**config.mk**
```make
export PLATFORM = sky130hd
export DESIGN_NAME = alu_exec_unit
export DESIGN_NICKNAME = d
export VERILOG_FILES = /design/src/rtl/alu_exec_unit.sv
export SDC_FILE = /design/constraint.sdc
export NUM_CORES = 1
export LEC_CHECK = 0
export ABC_AREA = 1
export CORE_ASPECT_RATIO = 0.75
export CORE_MARGIN = 2
export CORE_UTILIZATION = 60
export CTS_CLUSTER_DIAMETER = 60
export DETAILED_ROUTE_END_ITERATION = 8
export PLACE_DENSITY_LB_ADDON = 0.08
export SYNTH_ARGS = -nofsm -noshare
export SYNTH_HDL_FRONTEND = slang
export SYNTH_SLANG_ARGS = --single-unit
```
**constraint.sdc**
```tcl
create_clock -name Clock -period 4.9 [get_ports Clock]
set_clock_uncertainty 0.05 [all_clocks]
set_input_delay 0.98 -clock Clock [delete_from_list [all_inputs] [get_ports Clock]]
set_output_delay 0.98 -clock Clock [all_outputs]
set_load 0.01 [all_outputs]
```
**src/rtl/alu_exec_unit.sv**
```systemverilog
// alu_exec_unit: execute-stage ALU driven by the 4-bit ALUCtrl code.
//   Single-cycle ops (AND/OR/ADD/SUB/SLT/XOR/SLL and illegal codes) register
//   their result at the Start edge. MUL iterates shift-add over WIDTH cycles
//   with Busy high, then pulses Done.
// Ports:
//   Clock, Reset      - rising-edge clock, synchronous active-high reset
//   Start             - request, only sampled while Busy=0
//   ALUCtrl, A, B     - op code and operands, sampled with Start
//   Busy              - high while a MUL is iterating
//   Done              - one-cycle pulse when Result and flags update
//   Result, Zero,
//   Overflow, Illegal - registered result and flags, held between Dones
module alu_exec_unit #(
    parameter int WIDTH = 16,
    parameter int SHW   = $clog2(WIDTH)
) (
    input  logic             Clock,
    input  logic             Reset,
    input  logic             Start,
    input  logic [3:0]       ALUCtrl,
    input  logic [WIDTH-1:0] A,
    input  logic [WIDTH-1:0] B,
    output logic             Busy,
    output logic             Done,
    output logic [WIDTH-1:0] Result,
    output logic             Zero,
    output logic             Overflow,
    output logic             Illegal
);

    localparam logic [3:0] OP_AND = 4'b0000;
    localparam logic [3:0] OP_OR  = 4'b0001;
    localparam logic [3:0] OP_ADD = 4'b0010;
    localparam logic [3:0] OP_SUB = 4'b1010;
    localparam logic [3:0] OP_SLT = 4'b0011;
    localparam logic [3:0] OP_XOR = 4'b0101;
    localparam logic [3:0] OP_SLL = 4'b0110;
    localparam logic [3:0] OP_MUL = 4'b0100;

    typedef enum logic {S_IDLE, S_MUL} state_t;

    state_t           r_state, w_state_nxt;
    logic [SHW-1:0]   r_cnt;
    logic [WIDTH-1:0] r_mcand, r_mplier, r_acc;
    logic [WIDTH-1:0] r_result;
    logic             r_zero, r_ovf, r_ill, r_done;

    logic             w_accept, w_is_mul, w_last;
    logic [WIDTH-1:0] w_sum, w_diff, w_res, w_acc_nxt;
    logic             w_ovf, w_ill;

    assign w_accept  = Start && (r_state == S_IDLE);
    assign w_is_mul  = (ALUCtrl == OP_MUL);
    // Counter runs 0..WIDTH-1; the final iteration also commits the result,
    // which makes Busy exactly WIDTH cycles long.
    assign w_last    = (r_state == S_MUL) && (r_cnt == SHW'(WIDTH - 1));
    assign w_acc_nxt = r_mplier[0] ? (r_acc + r_mcand) : r_acc;

    assign w_sum  = A + B;
    assign w_diff = A - B;

    // Single-cycle result decode
    always_comb begin
        w_res = '0;
        w_ovf = 1'b0;
        w_ill = 1'b0;
        case (ALUCtrl)
            OP_AND: w_res = A & B;
            OP_OR:  w_res = A | B;
            OP_ADD: begin
                w_res = w_sum;
                w_ovf = (A[WIDTH-1] == B[WIDTH-1]) && (w_sum[WIDTH-1] != A[WIDTH-1]);
            end
            OP_SUB: begin
                w_res = w_diff;
                w_ovf = (A[WIDTH-1] != B[WIDTH-1]) && (w_diff[WIDTH-1] != A[WIDTH-1]);
            end
            OP_SLT: w_res = {{(WIDTH-1){1'b0}}, ($signed(A) < $signed(B))};
            OP_XOR: w_res = A ^ B;
            OP_SLL: w_res = A << B[SHW-1:0];
            OP_MUL: w_res = '0;  // never committed from here; MUL goes iterative
            default: w_ill = 1'b1;
        endcase
    end

    // FSM state register
    always_ff @(posedge Clock) begin
        if (Reset) r_state <= S_IDLE;
        else       r_state <= w_state_nxt;
    end

    // FSM next state
    always_comb begin
        w_state_nxt = r_state;
        case (r_state)
            S_IDLE: if (w_accept && w_is_mul) w_state_nxt = S_MUL;
            S_MUL:  if (w_last)               w_state_nxt = S_IDLE;
            default: w_state_nxt = S_IDLE;
        endcase
    end

    // Datapath and result registers
    always_ff @(posedge Clock) begin
        if (Reset) begin
            r_cnt    <= '0;
            r_mcand  <= '0;
            r_mplier <= '0;
            r_acc    <= '0;
            r_result <= '0;
            r_zero   <= 1'b1;
            r_ovf    <= 1'b0;
            r_ill    <= 1'b0;
            r_done   <= 1'b0;
        end else begin
            r_done <= 1'b0;
            if (r_state == S_IDLE) begin
                if (w_accept) begin
                    if (w_is_mul) begin
                        r_mcand  <= A;
                        r_mplier <= B;
                        r_acc    <= '0;
                        r_cnt    <= '0;
                    end else begin
                        r_result <= w_res;
                        r_zero   <= (w_res == '0);
                        r_ovf    <= w_ovf;
                        r_ill    <= w_ill;
                        r_done   <= 1'b1;
                    end
                end
            end else begin
                r_acc    <= w_acc_nxt;
                r_mcand  <= r_mcand << 1;
                r_mplier <= r_mplier >> 1;
                r_cnt    <= r_cnt + SHW'(1);
                if (w_last) begin
                    r_result <= w_acc_nxt;
                    r_zero   <= (w_acc_nxt == '0);
                    r_ovf    <= 1'b0;
                    r_ill    <= 1'b0;
                    r_done   <= 1'b1;
                end
            end
        end
    end

    assign Busy     = (r_state == S_MUL);
    assign Done     = r_done;
    assign Result   = r_result;
    assign Zero     = r_zero;
    assign Overflow = r_ovf;
    assign Illegal  = r_ill;

endmodule

```
==> Word-level counts from Yosys, hierarchy flattened <==
Index checks and enable logic that the tools add are counted.
{ "totals": {"ff_bits": 73, "in_bits": 39, "out_inout_bits": 21, "elab_cells": 89} }
{ "classes": {"addsub": 4, "order_cmp": 1, "n_eq_ne": 14, "n_shift": 1, "mux": 38, "n_bitwise": 4, "n_reduce_logical": 15} }
{ "op_table": {"columns": ["op", "count"], "rows": [
  ["$mux 16", 11],
  ["$pmux 16 s7", 1],
  ["$mux 15", 3],
  ["$add 16x16->16", 2],
  ["$logic_not 16->1", 2],
  ["$mux 1", 18],
  ["$and 16x16->16", 1],
  ["$lt 16x16->1", 1],
  ["$or 16x16->16", 1],
  ["$shl 16x4->16", 1],
  ["$sub 16x16->16", 1],
  ["$xor 16x16->16", 1],
  ["$eq 4x3->1 const B", 3],
  ["$mux 4", 3],
  ["$eq 4x2->1 const B", 2],
  ["$eq 4x4->1 const B", 2],
  ["$reduce_or 7->1", 1],
  ["$logic_and 1x1->1", 5],
  ["$add 4x1->4 const B", 1],
  ["$eq 4x1->1 const B", 1],
  ["$logic_not 4->1", 1],
  ["$pmux 1 s2", 2],
  ["$reduce_and 2->1", 2],
  ["$reduce_bool 2->1", 2],
  ["other kinds (7)", 9]
]} }

==> Depth between registers and ports, before layout <==
{ "logic_depth": {"depth_word": 7, "ltp_mapped": 21, "ltp_nobuf": 20} }

==> Least setup slack after synthesis <==
Ideal clock, no wire load.
{ "synth_path": {"kind": "input port to flip-flop", "from": "input B[1]", "to": "register r_zero (netlist: Zero)", "setup_ps": 58, "arrival_ps": 2849, "required_ps": 4792, "slack_ps": 1943, "path_stages": 21, "n_path_buf": 2, "cell_sequence": "buf_4 > inv_2 > buf_2 > fa_1 > inv_1 > nand3_1 > nand2_1 > nand2_1 > nand2_1 > nand2_1 > nand2_1 > nand2_1 > nand3_1 > nand2_1 > nor2_1 > nand2_1 > nor2_1 > nand3_1 > nand2_1 > nand2_1 > nand2_1"} }
{ "synth_between": {"elab_chain_len": 6, "word_cells_on_any_way": 12, "classes_between": "2 x add/sub; 1 x order compare; 1 x shift; 4 x mux; 3 x bitwise; 1 x reduce/logical"} }
{ "synth_lines": {"columns": ["item", "line", "text"], "rows": [
  ["from (decl)", "22", "input logic [WIDTH-1:0] B,"],
  ["$sub 16x16->16 (tied with other cells)", "60", "assign w_diff = A - B;"],
  ["$pmux 16 s7 *", "67", "case (ALUCtrl)"],
  ["$logic_not 16->1 *", "125", "r_zero <= (w_res == '0);"],
  ["$mux 1 *", "118", "if (w_is_mul) begin"],
  ["$mux 1 *", "117", "if (w_accept) begin"],
  ["$mux 1 *", "116", "if (r_state == S_IDLE) begin"],
  ["to (signal assigned)", "125", null],
  ["to (signal assigned)", "138", "r_zero <= (w_acc_nxt == '0);"],
  ["to (decl)", "46", "logic r_zero, r_ovf, r_ill, r_done;"]
]} }
Mark *: on every way between the ends. The rest lies on a longest branch, timed or not. The select of a mux whose other input is x is not followed.
A chain may end at the register's enable or synchronous reset.

==> Final worst setup path <==
{ "layout_path": {"from": "input B[0]", "to": "register r_zero (netlist: Zero)"} }
The elaborated chain is that of the path after synthesis.

==> impl_metrics.tcl <==
set metrics [dict create \
    tritoncts "built" \
    syn-num-nets 1406 \
    firstDrtPassIters 6 \
    fp.dieH_um 101 \
    synthTopCellsByArea "dfxtp_1, nand2_1, ha_1" \
    grt_util_all_layers 0.393 \
    required_ns 5.13 \
    path_max_fanout 27 \
    clock_latency_ns 0.34 \
    maxCapViolations 0 \
    slew_headroom 0.209 \
    pre_cts_slack_ns 0.941 \
    grt_max_degree 40 \
    cpPeakStageDelay_ns 0.48 \
    leakage_nw 4.28 \
    max_freq_ghz 0.268 \
    grt_pass1_wl_mm 41.3 \
    postCtsSetupBuffers 0 \
    synthTopCellsByCount "nand2_1, inv_1, nand3_1" \
    drive_above_1_share 0.0413 \
    finalMaxSlewViolations 0 \
    grt_antenna_before_repair 0 \
    path_common_cell "nand2_1" \
    cts_buffers 9 \
    critPathArrivalTime_ns 3.96 \
    cp_slowest_cell "clkdlybuf4s50_1" \
    seqCellArea_sq_um 1460 \
    synth_ff_type "dfxtp_1" \
    syn2layout_area_growth_pct 11.8 \
    critical_path_class "primary input to register" \
    holdBufCountCts 0 \
    start_util 0.615 \
    ant_nets 0 \
    critPathCaptureType "register" \
    hold_class "register to register" \
    synth_top_cell_area_share 0.194 \
    dieWidth_um 133 \
    yosys_warnings 0 \
    gp_congestion 1.02 \
    cts.sinks 73 \
    overflow 0 \
    port_buffers 59 \
    setup_viol 0 \
    ys_seq_elements 73 \
    postCtsResizedCells 0 \
    ir_worst_vdd_v 0.000228 \
    wl_per_cell_um 17.7 \
    timing.final.hold_violations 0 \
    final_nets 1437 \
    ios 60 \
    cts-root-buf "clkbuf_16" \
    dp_hpwl_mm 20.5 \
    vias_per_cell 5.97 \
    die_area_sq_um 13500 \
    outcome "completed" \
    clockBufferDepth 2 \
    drc 0 \
    yosysUniqueCellTypes 45 \
    diodes 0 \
    post-route-util 0.687 \
    hold-worst-slack_ns 0.414 \
    syn_inst 1297 \
    fillCellCount 1153 \
    async_reset_ff_frac 0 \
    core-area_sq_um 12300 \
    dr.first_iter.drc_count 1152 \
    synth_largest_area_cell "dfxtp_1" \
    start_kind "primary input" \
    num_rows 35 \
    syn_area_per_cell_sq_um 5.81 \
    ctsHtreeMaxLevel 3 \
    rsz0062_at_grt "no" \
    cts.clk_slew.worst_paths_ns 0.05 \
    vias 8949 \
    yosysSeqAreaShare 0.194 \
    first_global_vias 7655 \
    netlist_area_sq_um 7540 \
    synth.most_common_cell "nand2_1" \
    wirelength_mm 26.5 \
    min_period_ns 3.73 \
    path_cells "clkdlybuf4s50_1, buf_4, ha_1, inv_1, fa_1, nand2_1, nand2_1, nand3_1, nand2_1, a21oi_1, nand2_1, nand2_1, nor2_1, nor2_1, nand2_1, nor2_1, nand3_1, nand2_1, nand2_1, nand2_1" \
    fin_crit_sh 0.762 \
    worstMarginPinSlew_ns 1.19 \
    fin_tns_setup_ns 0 \
    multi_input_area_sq_um 5140 \
    synth_edf_count 0 \
    fin_ws_ns 1.17 \
    reg2reg_slack_ns 2.19 \
    place_area_sq_um 8160 \
    powerDensity_nw_per_um2 210 \
    design_area_sq_um 8430 \
]
==> layout by cell type, fill, tap and decap left out, types with 4 or more instances in the layout <==
| master | n |
|---|---|
| nand2_1 | 389 |
| inv_1 | 172 |
| nand3_1 | 162 |
| nor2_1 | 118 |
| a21oi_1 | 82 |
| dfxtp_1 | 73 |
| ha_1 | 67 |
| o21ai_0 | 60 |
| clkdlybuf4s50_1 | 59 |
| a31oi_1 | 17 |
| buf_4 | 11 |
| or2_2 | 10 |
| clkbuf_16 | 9 |
| o22ai_1 | 8 |
| nand4_1 | 7 |
| a22oi_1 | 7 |
| inv_2 | 6 |
| o221ai_1 | 6 |
| nor3_1 | 6 |
| xor2_1 | 6 |
| nand2_2 | 5 |
| a211oi_1 | 5 |
| o211ai_1 | 5 |
| nor2_4 | 4 |
| nand3b_1 | 4 |
==> worst max-delay path: cells and delay by family <==
family,cells,cell delay [ns]
AO/OA/AOI/OAI,1,0.23
adder cells (fa/ha/maj),2,0.64
AND/OR/NAND/NOR,14,1.29
buffers and inverters,3,0.83
==> power by group <==
| part | switching [W] | internal, W |
|---|---|---|
| clock network | 0.000245 | 0.000352 |
| logic | 0.000366 | 0.000182 |
| registers | 0.0000112 | 0.000612 |
| total | 0.000623 | 0.00115 |
==> layout make-up <==
cell class	instances	area share
repair buffers	70	0.0799
clock inverters	3	0.00208
clock buffers	12	0.0293
inverters	180	0.0802
multi-input cells	994	0.610
well taps	166	0.0247
flip-flops and latches	73	0.173
==> stage by stage <==
step,cells,power (W)
floorplan,1297,0.000971
global placement,1483,0.00116
detailed placement,1483,0.00116
CTS,1498,0.00175
global route,1498,0.00184
finish,1498,0.00177
==> metal layers <==
layer  GRT usage  vias to the layer above  wire, um
li1            -                     4252         -
met1       0.570                     4011     11600
met2       0.589                      612     10800
met3      0.0814                       74      3330
met4       0.108                        0       842
met5           0                        -         0
==> sequential cells by signal, summed over array words and instances, names as in the netlist <==
name,flops
Result,16
r_acc,16
r_mcand,16
r_mplier,16
r_cnt,4
Busy,1
Done,1
Illegal,1
Overflow,1
Zero,1
==> logic make-up (layout without fill, tap and decap cells) <==
logic type                 after synthesis  after routing  share of synthesized area
AOI/OAI and AO/OA                      200            200                      0.148
xor gates and xnor gates                 7              7                    0.00813
adders and majority gates               70             70                      0.119
buffers and inverters                  230            265                      0.124
DFF                                     73             73                      0.194
muxes                                    1              1                    0.00133
and+or+nand+nor                        716            716                      0.406
==> path summary, 6_finish.rpt <==
| check | startpoint | endpoint | cells past startpoint |
|---|---|---|---|
| worst max-delay path | B[0] | Zero$_SDFFE_PP1P_ | 20 |
| worst min-delay path | r_mplier[15]$_SDFFE_PP0P_ | r_mplier[15]$_SDFFE_PP0P_ | 2 |
| worst max register to register | Busy$_SDFF_PP0_ | Result[12]$_SDFFE_PP0P_ | 8 |
| worst min register to register | r_mplier[15]$_SDFFE_PP0P_ | r_mplier[15]$_SDFFE_PP0P_ | 2 |
Note: power is estimated with default switching activity, not from simulation.
